[src/rtl/rr_arbiter_n.sv]
// -----------------------------------------------------------------------------
// rr_arbiter_n : N-way round-robin arbiter with a registered one-hot grant.
//
// Purpose
//   Grants a shared resource to at most one of N requesters per cycle. Priority
//   rotates after every grant: the search starts one past the most recent
//   winner ("last") and wraps modulo N. This gives every continuously
//   requesting requester a grant within N cycles.
//
// Ports
//   clk          in   1    rising-edge clock
//   reset        in   1    synchronous, active-high reset
//   request      in   N    request[i]=1 : requester i wants the resource
//   lock         in   N    lock[i]=1    : owner i asks to keep the grant
//   grant        out  N    registered one-hot (or zero) grant
//   grant_valid  out  1    registered, equals |grant
//   grant_id     out  IDW  registered index of the granted requester, 0 if idle
//
// Configuration
//   ARB_LOCK_EN  when defined, an owner holding both request and lock keeps
//                the grant and the rotation pointer is frozen. When undefined,
//                the lock input is accepted but has no effect.
// -----------------------------------------------------------------------------

// Per-requester slot: flags whether this lane lies strictly after the last
// winner in index order, i.e. belongs to the "upper" half of the rotation.
module rr_arb_lane #(
  parameter int unsigned N   = 4,
  parameter int unsigned IDW = 2,
  parameter int unsigned IDX = 0
) (
  input  logic [IDW-1:0] last_i,
  input  logic           req_i,
  output logic           upper_o
);
  localparam logic [IDW-1:0] IDX_W = IDW'(IDX);

  assign upper_o = req_i && (IDX_W > last_i);
endmodule

module rr_arbiter_n #(
  parameter int unsigned N = 4
) (
  input  logic                            clk,
  input  logic                            reset,
  input  logic [N-1:0]                    request,
  input  logic [N-1:0]                    lock,
  output logic [N-1:0]                    grant,
  output logic                            grant_valid,
  output logic [((N > 1) ? $clog2(N) : 1)-1:0] grant_id
);
  localparam int unsigned IDW = (N > 1) ? $clog2(N) : 1;

  logic [N-1:0]   grant_q, grant_d;
  logic           valid_q, valid_d;
  logic [IDW-1:0] id_q, id_d;
  logic [IDW-1:0] last_q, last_d;

  logic [N-1:0]   upper_req;
  logic [N-1:0]   pick;

  // Lowest set bit of a vector, as a one-hot (zero if the vector is zero).
  function automatic logic [N-1:0] lowest(input logic [N-1:0] v);
    logic [N-1:0] r;
    logic         found;
    r     = '0;
    found = 1'b0;
    for (int i = 0; i < N; i++) begin
      if (v[i] && !found) begin
        r[i]  = 1'b1;
        found = 1'b1;
      end
    end
    return r;
  endfunction

  // One-hot to binary; returns 0 for a zero vector.
  function automatic logic [IDW-1:0] encode(input logic [N-1:0] oh);
    logic [IDW-1:0] r;
    r = '0;
    for (int i = 0; i < N; i++) begin
      if (oh[i]) r = r | IDW'(i);
    end
    return r;
  endfunction

  genvar gi;
  generate
    for (gi = 0; gi < N; gi++) begin : g_lane
      rr_arb_lane #(.N(N), .IDW(IDW), .IDX(gi)) u_lane (
        .last_i  (last_q),
        .req_i   (request[gi]),
        .upper_o (upper_req[gi])
      );
    end
  endgenerate

  // Rotation without modular arithmetic: requesters above last come first in
  // index order; if none, the search wraps to the lowest requester overall.
  // This holds for any N, power of two or not.
  assign pick = (|upper_req) ? lowest(upper_req) : lowest(request);

`ifdef ARB_LOCK_EN
  logic hold;
  // Only the current owner's lock bit can match grant_q, so lock[j] on a
  // non-owner has no effect.
  assign hold = |(grant_q & request & lock);
`else
  logic lock_unused;
  assign lock_unused = ^lock;
`endif

  always_comb begin
    grant_d = pick;
    last_d  = last_q;
    if (|pick) last_d = encode(pick);
`ifdef ARB_LOCK_EN
    if (hold) begin
      grant_d = grant_q;
      last_d  = last_q;
    end
`endif
    valid_d = |grant_d;
    id_d    = encode(grant_d);
  end

  always_ff @(posedge clk) begin
    if (reset) begin
      grant_q <= '0;
      valid_q <= 1'b0;
      id_q    <= '0;
      // Pointer at N-1 makes requester 0 highest priority after reset.
      last_q  <= IDW'(N - 1);
    end else begin
      grant_q <= grant_d;
      valid_q <= valid_d;
      id_q    <= id_d;
      last_q  <= last_d;
    end
  end

  assign grant       = grant_q;
  assign grant_valid = valid_q;
  assign grant_id    = id_q;
endmodule

[config.mk]
export PLATFORM = sky130hd
export DESIGN_NAME = rr_arbiter_n
export DESIGN_NICKNAME = d
export VERILOG_FILES = /design/src/rtl/rr_arbiter_n.sv
export SDC_FILE = /design/constraint.sdc
export NUM_CORES = 1
export LEC_CHECK = 0
export BUFFER_PORTS_ARGS = -buffer_cell sky130_fd_sc_hd__buf_2
export CAP_MARGIN = 20
export CORE_AREA = 2 2 39 41
export DETAILED_ROUTE_END_ITERATION = 12
export DIE_AREA = 0 0 41 43
export SLEW_MARGIN = 20
export SYNTH_ARGS = -nofsm -noshare
export SYNTH_HDL_FRONTEND = slang
export SYNTH_SLANG_ARGS = --single-unit
[constraint.sdc]
create_clock -name clk -period 3.2 [get_ports clk]
set_input_delay 0.16 -clock clk [delete_from_list [all_inputs] [get_ports clk]]
set_output_delay 0.16 -clock clk [all_outputs]
set_load 0.02 [all_outputs]
==> flow_summary.ini <==
[sta]
rsz0062_at_grt = no
whs_ps = 149
tns_ps = 0
finalClockSkew_ps = 2.38
clock.fmax_mhz = 770
hold_violations = 0
postLayoutSetupSlackWorst_ps = 1900
maxSlewViolCount = 0
setup_viol = 0
fin_crit_ps = 1300
min_period_over_period = 0.406
relSlewSlack = 0.711
worst-slew-pin-transition_ps = 433

[clocking]
cts_resized = 0
numClockSinks = 9
insertion_delay_ps = 260
ctsHoldBuffers = 0
cts_setup_buffers = 0
h-tree-depth = 1
clkTransAtPathRegs_ps = 60
cts_root_buf = clkbuf_4
cts_tree = done
clockBufferDepth = 2
numCtsBuffers = 3

[power_and_ir_drop]
peakVddDrop_mv = 0.178
leakage_nw = 0.242
powerDensity_mw_per_mm2 = 523

[die]
die_area_mm2 = 0.00176
rows = 14
die_h_um = 43
die_x_um = 41
coreArea_mm2 = 0.00138
start_util = 0.314
ios = 17

[logic_synthesis]
syn_inst = 50
synth_simple_gate_area_frac = 0.254
synth_top_family_by_area = compound AO/OA/AOI/OAI gates
yosysSeqAreaShare = 0.415
synth-seq-cells = 9
ys_types = 22
synth_area_per_cell_um2 = 8.68
synth_nets = 60
synthAdderAreaFrac = 0
synth_xor_area_frac = 0
netlist_area_um2 = 434
synthMuxAreaShare = 0
synth_compound_gate_area_share = 0.282
yosysWarnings = 0

[finish]
n_fill_cell = 153
fin_nets = 75
seq_area_um2 = 180
multiInputGateArea_um2 = 233
final_cell_mix = buf_2 (12), dfxtp_1 (9), nor2_1 (8), a21oi_1 (8)
final_cells = 80
final_util = 0.383
drive_above_1_share = 0.313
final_common_cell = buf_2
area_growth_pct = 22.2
antenna_cells = 0

[critical_path]
crit_family = compound AO/OA/AOI/OAI gates
cp_num_buf_inv = 0
r2r_end = last_q[1]
worstPathCellList = nand2b_4 > nor3b_4 > o31ai_4 > o2111ai_1
reg2reg_from = last_q[0]
critPathMaxFanout = 7
reg2reg_setup_slack_ps = 1900
worst_setup_path_end_kind = flip-flop
slowest_delay_ps = 360
crit_type = flip-flop to flip-flop
cpMaxStageDelayCell = dfxtp_1
reg2regPathDepth = 4
cp-start-kind = flip-flop
crit_path_start = last_q[0]
cp.arrival_ps = 1420
required_ps = 3320

[routing]
post_drt_via_cell_ratio = 5.18
drtIter0Drc = 10
postRouteAntennaNets = 0
vias = 414
routed_wl_um = 900
firstDrtPassIters = 4
drt-wirelength-per-cell_um = 11.3
drc_errors = 0

[grt]
grt_pass1_vias = 397
grt.overflow.total = 0
grt_start_max_net_pins = 14
antenna_found_initial = 0
grt_pass1_wl_um = 1620
grt.total_usage = 0.138

[place]
port_buffers = 12
place_ws_ps = 1900
dp_hpwl_um = 661
gp_congestion = 0.765
dp.cells = 76

[hold_path]
hold_path_depth = 2
hold_end = grant_id[0]
min-delay-start = reset
min_path_type = input port to flip-flop

[status]
status = finished clean

[run]
drv_cap = 0
## metrics by stage
step           total power, mW  area, um^2
6_report                 0.278         531
5_1_grt                  0.301         531
4_1_cts                  0.283         531
3_5_place_dp             0.196         504
3_3_place_gp             0.195         504
2_1_floorplan            0.176         434
## Yosys cell counts
cell type / count / area [um^2]
nor3_1: 1 / 5.00
o21ai_1: 1 / 5.00
o22a_2: 1 / 10.0
o31ai_4: 1 / 21.3
o2111ai_1: 1 / 8.76
a32oi_1: 1 / 8.76
nand2b_4: 1 / 13.8
nor2_1: 8 / 30.0
o21ai_0: 3 / 15.0
nand2b_2: 1 / 8.76
nand2_1: 2 / 7.51
nor4b_1: 1 / 8.76
o211ai_1: 1 / 7.51
nand2b_1: 1 / 6.26
nor3b_4: 1 / 18.8
dfxtp_1: 9 / 180
inv_1: 3 / 11.3
nand3_1: 1 / 5.00
buf_2: 2 / 10.0
and3_1: 1 / 6.26
o22ai_1: 1 / 6.26
a21oi_1: 8 / 40.0
## logic make-up (layout without fill, tap and decap cells)
logic type,Yosys count,in the layout
AOI/OAI and AO/OA,18,18
and+or+nand+nor,18,18
buffers and inverters,5,19
DFF,9,9
## sequential cells by signal, summed over array words and instances, names as in the netlist
name / count
grant_id: 2
last_q: 2
grant_valid: 1
grant: 4
## power by group
part / total, mW / switching (mW) / internal, mW / leakage (nW)
clock network: 0.0851 / 0.0372 / 0.0479 / 0.0150
registers: 0.132 / 0.00957 / 0.122 / 0.0746
logic: 0.0610 / 0.0349 / 0.0261 / 0.153
total: 0.278 / 0.0816 / 0.196 / 0.242
## routing by layer
layer | share of wire | vias up | routed length, um | track usage
li1 | - | 206 | - | -
met1 | 0.44 | 193 | 397 | 0.175
met2 | 0.47 | 15 | 419 | 0.194
met3 | 0.092 | 0 | 83 | 0.0785
met4 | 0 | 0 | 0 | 0.0400
met5 | 0 | - | 0 | 0
## final cells by class
cell class	instances	share of cell area
timing repair buffer	12	0.113
tap	16	0.0377
multi-input combinational	36	0.439
inverter	3	0.0212
sequential	9	0.340
clock buffer	4	0.0495
## worst max path at each step
stage                  endpoint  slack [ps]  depth (start not counted)
floorplan             last_q[1]        2060                          4
global placement      last_q[1]        1890                          4
detailed placement    last_q[1]        1900                          4
CTS                   last_q[1]        1900                          4
global route        grant_id[1]        1790                          4
finish                last_q[1]        1900                          4
Note: power is estimated with default switching activity, not from simulation.
